<file path="src/rtl/sseg_pkg.sv">
// Shared constants for the seven-segment display path.
// Segment patterns are active-low {g,f,e,d,c,b,a}.
package sseg_pkg;
  localparam int          NUM_DIGITS = 4;
  localparam logic [3:0]  AN_OFF     = 4'b1111;

  localparam logic [6:0]  SSEG_0     = 7'b1000000;
  localparam logic [6:0]  SSEG_1     = 7'b1111001;
  localparam logic [6:0]  SSEG_2     = 7'b0100100;
  localparam logic [6:0]  SSEG_3     = 7'b0110000;
  localparam logic [6:0]  SSEG_4     = 7'b0011001;
  localparam logic [6:0]  SSEG_5     = 7'b0010010;
  localparam logic [6:0]  SSEG_6     = 7'b0000010;
  localparam logic [6:0]  SSEG_7     = 7'b1111000;
  localparam logic [6:0]  SSEG_8     = 7'b0000000;
  localparam logic [6:0]  SSEG_9     = 7'b0010000;
  localparam logic [6:0]  SSEG_DASH  = 7'b0111111;
  localparam logic [6:0]  SSEG_BLANK = 7'b1111111;
endpackage

</file>
<file path="src/rtl/bcd_to_sseg.sv">
// Combinational BCD to seven-segment decoder.
//   bcd : 4-bit BCD digit; codes 10-15 render as a dash
//   seg : active-low {g,f,e,d,c,b,a}
module bcd_to_sseg
  import sseg_pkg::*;
(
  input  logic [3:0] bcd,
  output logic [6:0] seg
);
  always_comb begin
    seg = SSEG_DASH;
    case (bcd)
      4'd0: seg = SSEG_0;
      4'd1: seg = SSEG_1;
      4'd2: seg = SSEG_2;
      4'd3: seg = SSEG_3;
      4'd4: seg = SSEG_4;
      4'd5: seg = SSEG_5;
      4'd6: seg = SSEG_6;
      4'd7: seg = SSEG_7;
      4'd8: seg = SSEG_8;
      4'd9: seg = SSEG_9;
      default: seg = SSEG_DASH;
    endcase
  end
endmodule

</file>
<file path="src/rtl/bcd_sseg_mux.sv">
// Four-digit common-anode seven-segment scanner with frame-latched inputs.
//   clk, reset      : clock, async active-high reset
//   enable          : 1 = scan advances, 0 = freeze counter/index/shadows
//   bcd_0..bcd_3    : digits, bcd_0 leftmost (an_out[0])
//   dp_in           : decimal points, dp_in[i] pairs with bcd_i (1 = lit)
//   an_out          : active-low one-hot anode select (registered)
//   sseg_out        : active-low {dp,g,f,e,d,c,b,a} (registered)
//   frame_tick      : one-cycle pulse after each end-of-frame capture
// Optional: define LEADING_ZERO_BLANK_EN to blank leading zero digits
// (digit 3 is never blanked; dp remains visible).
module bcd_sseg_mux
  import sseg_pkg::*;
#(
  parameter int REFRESH_POWER = 18
) (
  input  logic       clk,
  input  logic       reset,
  input  logic       enable,
  input  logic [3:0] bcd_0,
  input  logic [3:0] bcd_1,
  input  logic [3:0] bcd_2,
  input  logic [3:0] bcd_3,
  input  logic [3:0] dp_in,
  output logic [3:0] an_out,
  output logic [7:0] sseg_out,
  output logic       frame_tick
);
  logic [REFRESH_POWER-1:0]          cnt;
  logic [1:0]                        idx;
  logic                              primed;
  logic [NUM_DIGITS-1:0][3:0]        bcd_in;
  logic [NUM_DIGITS-1:0][3:0]        shadow;
  logic [NUM_DIGITS-1:0]             dp_shadow;
  logic [NUM_DIGITS-1:0][6:0]        dec;
  logic [NUM_DIGITS-1:0]             blank;
  logic                              tick;
  logic                              frame_end;
  logic                              capture;
  logic [6:0]                        seg_sel;

  assign bcd_in    = {bcd_3, bcd_2, bcd_1, bcd_0};
  assign tick      = enable && (&cnt);
  assign frame_end = tick && (idx == 2'd3);
  // First edge after reset loads the shadows so the first scan shows real data.
  assign capture   = !primed || frame_end;

  // One decoder per shadowed digit; the scan mux selects among them.
  for (genvar g = 0; g < NUM_DIGITS; g++) begin : g_dec
    bcd_to_sseg u_dec (
      .bcd (shadow[g]),
      .seg (dec[g])
    );
  end

`ifdef LEADING_ZERO_BLANK_EN
  // A digit blanks while every digit to its left (and itself) is zero.
  always_comb begin
    logic zero_run;
    blank    = '0;
    zero_run = 1'b1;
    for (int i = 0; i < NUM_DIGITS - 1; i++) begin
      zero_run = zero_run && (shadow[i] == 4'd0);
      blank[i] = zero_run;
    end
  end
`else
  assign blank = '0;
`endif

  assign seg_sel = blank[idx] ? SSEG_BLANK : dec[idx];

  always_ff @(posedge clk or posedge reset) begin
    if (reset) begin
      cnt        <= '0;
      idx        <= '0;
      primed     <= 1'b0;
      shadow     <= '0;
      dp_shadow  <= '0;
      an_out     <= AN_OFF;
      sseg_out   <= 8'hFF;
      frame_tick <= 1'b0;
    end else begin
      if (enable) cnt <= cnt + REFRESH_POWER'(1);
      if (tick)   idx <= idx + 2'd1;
      primed     <= 1'b1;
      frame_tick <= frame_end;
      if (capture) begin
        shadow    <= bcd_in;
        dp_shadow <= dp_in;
      end
      // Outputs stay dark on the priming edge; shadows are not valid until after it.
      if (primed) begin
        an_out   <= ~(4'b0001 << idx);
        sseg_out <= {~dp_shadow[idx], seg_sel};
      end
    end
  end
endmodule

</file>
<file path="config.mk">
export PLATFORM = sky130hd
export DESIGN_NAME = bcd_sseg_mux
export DESIGN_NICKNAME = d
export VERILOG_FILES = /design/src/rtl/sseg_pkg.sv /design/src/rtl/bcd_to_sseg.sv /design/src/rtl/bcd_sseg_mux.sv
export SDC_FILE = /design/constraint.sdc
export NUM_CORES = 1
export LEC_CHECK = 0
export ABC_CLOCK_PERIOD_IN_PS = 2300
export BUFFER_PORTS_ARGS = -buffer_cell sky130_fd_sc_hd__buf_2
export CORE_ASPECT_RATIO = 1.5
export CORE_UTILIZATION = 55
export CTS_BUF_LIST = sky130_fd_sc_hd__clkbuf_4
export CTS_CLUSTER_DIAMETER = 150
export DETAILED_ROUTE_END_ITERATION = 10
export PLACE_DENSITY = 0.75
export SETUP_SLACK_MARGIN = 0.15
export SLEW_MARGIN = 20
export SYNTH_ARGS = -nofsm -noshare
export SYNTH_HDL_FRONTEND = slang
export SYNTH_SLANG_ARGS = --single-unit
export TNS_END_PERCENT = 20
</file>
<file path="constraint.sdc">
create_clock -name clk -period 2.3 [get_ports clk]
set_input_delay 0.345 -clock clk [delete_from_list [all_inputs] [get_ports clk]]
set_output_delay 0.345 -clock clk [all_outputs]
set_load 0.02 [all_outputs]
</file>
==> results.txt <==
----------------------------------------------------
[Logic synthesis]
  Ranking of synthesized cells by area ... sky130_fd_sc_hd__dfrtp_1 (35%), sky130_fd_sc_hd__dfstp_2 (10%), sky130_fd_sc_hd__ha_1 (10%), sky130_fd_sc_hd__mux2_2 (8.2%), sky130_fd_sc_hd__xnor2_1 (3.5%)
  Synth Flop Type ... sky130_fd_sc_hd__dfrtp_1
  Async set or reset register ratio after synthesis ... between 90% and 100%
  Share of the synthesized area in the top cell type ... roughly 35%
  Synth Net Count ... approximately 330
  Synth Warn # ... 0
  Post-synthesis sequential area ratio ... around 45%
  Average footprint of a synthesized cell ... between 10 and 15 sq um
  Number of storage elements in the synthesis netlist ... between 50 and 60
  Gate Count Post-Synth ... about 280
  Count of flip-flops with a built-in enable after synthesis ... 0
  Most used standard cells in the synthesized netlist ... sky130_fd_sc_hd__dfrtp_1 (42), sky130_fd_sc_hd__ha_1 (25), sky130_fd_sc_hd__mux2_2 (22)
  Number of distinct library cell variants in the gate-level netlist after synthesis ... 43
  Post-synth top area cell ... sky130_fd_sc_hd__dfrtp_1
  Most frequently used cell type in the post-synthesis netlist ... sky130_fd_sc_hd__dfrtp_1
  Synthesized area ... a little over 3000 sq um

[Place]
  Half-perimeter wire length of the detailed placement result ... around 4.2 mm
  Port-buffer cells ... 35
  Final weighted congestion of routability-driven global placement ... ~0.83
  Post-place instance area ... approximately 3300 sq um
  Worst slack at placement ... 0.250 ns

[STA]
  Worst clock skew ... around 0.022 ns
  Max-slew violation count ... 0
  Number of hold-slack violations in the final timing report ... 0
  Unrepaired setup endpoints after global routing ... no
  Setup violations, final ... 0
  Final min period ... a little under 2 ns
  PnR worst setup slack ... between 0.3 and 0.4 ns
  Rel. slew slack ... between 50% and 60%
  Peak Freq ... approximately 500 MHz
  Tcrit/Tclk final ... approximately 86%
  Aggregate negative setup slack ... 0 ns
  Measured slew at the worst slew-check pin ... 0.697 ns

[Global route]
  Global-route wire length before repair ... between 9 and 10 mm
  Sum of overflow across all layers after global routing ... 0
  Total routing resource utilization after global routing ... between 20% and 30%
  Number of global-route vias before repair ... approximately 2100
  Maximum number of pins on one net before global-route repair ... 34
  Number of antenna violations at the first check in global routing ... 0

[Detailed routing]
  Vias per inst ... between 5 and 6
  DRC Markers ... 0
  DRT antenna net count ... 0
  Routed wire length ... 5.60 mm
  Iteration-0 DRC count of the detailed router ... around 110
  WL per Instance ... between 10 and 15 um
  Detailed-routing iteration count for the pre-antenna-repair pass ... 4
  Via total after detailed routing ... between 2000 and 2500

[Final layout]
  Final Net Count ... 367
  Ant diodes ... 0
  Final design area excluding fillers ... ~3400 sq um
  Fill cells ... around 450
  Area growth syn-to-layout ... 11.7%
  Utilization after layout ... around two thirds
  Layout cells sized above 1 ... 28.7%

[Power]
  Tot Pwr ... ~2.2 mW
  Total power density per cell area ... ~650 nW/um^2
  Maximum resistive drop on vdd ... about 660 uV
  Pleak ... ~1.6 nW

[Critical path]
  Data arrival time of the critical path ... about 2.3 ns
  Largest driver fanout on the critical path ... 8
  Required time at the endpoint of the critical path ... 2.56 ns
  Minimum setup slack among reg-to-reg paths ... ~0.31 ns
  Worst Setup End Kind ... register
  Critical path launch point type ... register
  Worst setup path category ... register to register

[CTS]
  Clock-pin slew on the worst setup and hold paths ... 0.16 ns
  TritonCTS buffer count ... 5
  Maximum clock path buffer count ... 2
  Clock insertion delay at the later pin of the skew report ... 0.38 ns
  Clock tree from TritonCTS ... yes
  Number of H-tree branching levels ... 2
  Count of hold buffers inserted by post-cts repair ... 0
  Clock tree sinks ... 54
  Root buffer selected by CTS ... sky130_fd_sc_hd__clkbuf_4

[Floorplan]
  Cell Rows ... 32
  Number of placed I/O pins ... 36
  Die outline area ... around 6000 sq um
  Effective utilization at floorplan ... 57.9%
  Std-Cell Core Area ... ~5200 sq um
  Vertical die dimension ... between 90 and 100 um
  Die boundary width ... 62.7 um

[Run status]
  Run status ... completed

[Flow run]
  Max capacitance violation total ... 0

[Min path]
  Classification of the worst-slack hold path ... primary input to asynchronous set/reset pin

----------------------------------------------------
## kinds of logic after synthesis
group | Yosys count | synth area share [%]
other | 1 | 0.124
flip-flops | 54 | 45.0
AND/OR/NAND/NOR | 75 | 12.9
buffers and inverters | 31 | 4.37
XOR/XNOR | 18 | 5.19
AO/OA/AOI/OAI | 43 | 10.2
adder cells (fa/ha/maj) | 25 | 10.3
multiplexers | 32 | 11.9
## routing by layer
| layer | vias up | global-route usage, % | wire [um] |
|---|---|---|---|
| met1 | 1038 | 24.5 | 2390 |
| met4 | 0 | 7.56 | 87 |
| met2 | 44 | 39.0 | 2940 |
| met5 | - | 0 | 0 |
| met3 | 8 | 3.54 | 174 |
| li1 | 1062 | - | - |
## stage by stage
| stage | hold slack (ns) | instances |
|---|---|---|
| finish | 0.0402 | 388 |
| global route | 0.0632 | 388 |
| CTS | 0.0606 | 387 |
| detailed placement | 0.456 | 379 |
| global placement | 0.452 | 379 |
| floorplan | 0.432 | 279 |
## sequential cells by signal (all words and copies together), names as in the netlist
| name | flops |
|---|---|
| shadow | 16 |
| sseg_out | 8 |
| an_out | 4 |
| frame_tick | 1 |
| dp_shadow | 4 |
| idx | 2 |
| primed | 1 |
| cnt | 18 |
## critical path: stages (launching register included)
cell                      delay (ns)
sky130_fd_sc_hd__dfrtp_1        0.42
sky130_fd_sc_hd__ha_1           0.24
sky130_fd_sc_hd__nand4_1        0.13
sky130_fd_sc_hd__or2_1          0.32
sky130_fd_sc_hd__o31ai_4        0.23
sky130_fd_sc_hd__buf_4          0.21
sky130_fd_sc_hd__mux2_2         0.34
## final timing paths
path / from / to / cells after the start
setup / recovery: cnt[1] / shadow[7] / 6
hold / removal: reset / shadow[6] / 2
setup reg to reg: cnt[1] / shadow[7] / 6
hold reg to reg: an_out[3] / an_out[3] / 2
max in group asynchronous: reset / sseg_out[7] / 3
min in group clk: bcd_0[3] / shadow[3] / 2
## power breakdown
group	internal, mW	switching [mW]
clock	0.242	0.305
sequential	1.08	0.149
combinational	0.221	0.223
## layout make-up
type	instances	area, sq um	area share [%]
inverters	20	75.1	2.21
well taps	68	85.1	2.51
clock inverters	2	37.5	1.11
repair buffers	44	246	7.27
flip-flops and latches	54	1370	40.3
clock buffers	6	45.0	1.33
multi-input cells	194	1540	45.3
## what timing repair did
item	4_1_cts	5_1_grt
setup buffers	0	1
setup endpoints to repair	0	11
resized for setup	0	1
## layout by cell type, fill, tap and decap left out, types with 4 or more instances in the layout
cell type,instances
sky130_fd_sc_hd__nand4_1,7
sky130_fd_sc_hd__inv_1,19
sky130_fd_sc_hd__a211oi_1,8
sky130_fd_sc_hd__nor2_1,16
sky130_fd_sc_hd__o21ai_0,13
sky130_fd_sc_hd__a221oi_1,4
sky130_fd_sc_hd__buf_2,35
sky130_fd_sc_hd__buf_4,8
sky130_fd_sc_hd__xor2_1,6
sky130_fd_sc_hd__nand2_1,18
sky130_fd_sc_hd__clkbuf_4,6
sky130_fd_sc_hd__xnor2_1,12
sky130_fd_sc_hd__mux2i_1,9
sky130_fd_sc_hd__nor3_1,8
sky130_fd_sc_hd__nand3_1,6
sky130_fd_sc_hd__nand2b_1,5
sky130_fd_sc_hd__ha_1,25
sky130_fd_sc_hd__dfrtp_1,42
sky130_fd_sc_hd__mux2_2,22
sky130_fd_sc_hd__dfstp_2,12
Power figures use the tool's default switching activity.
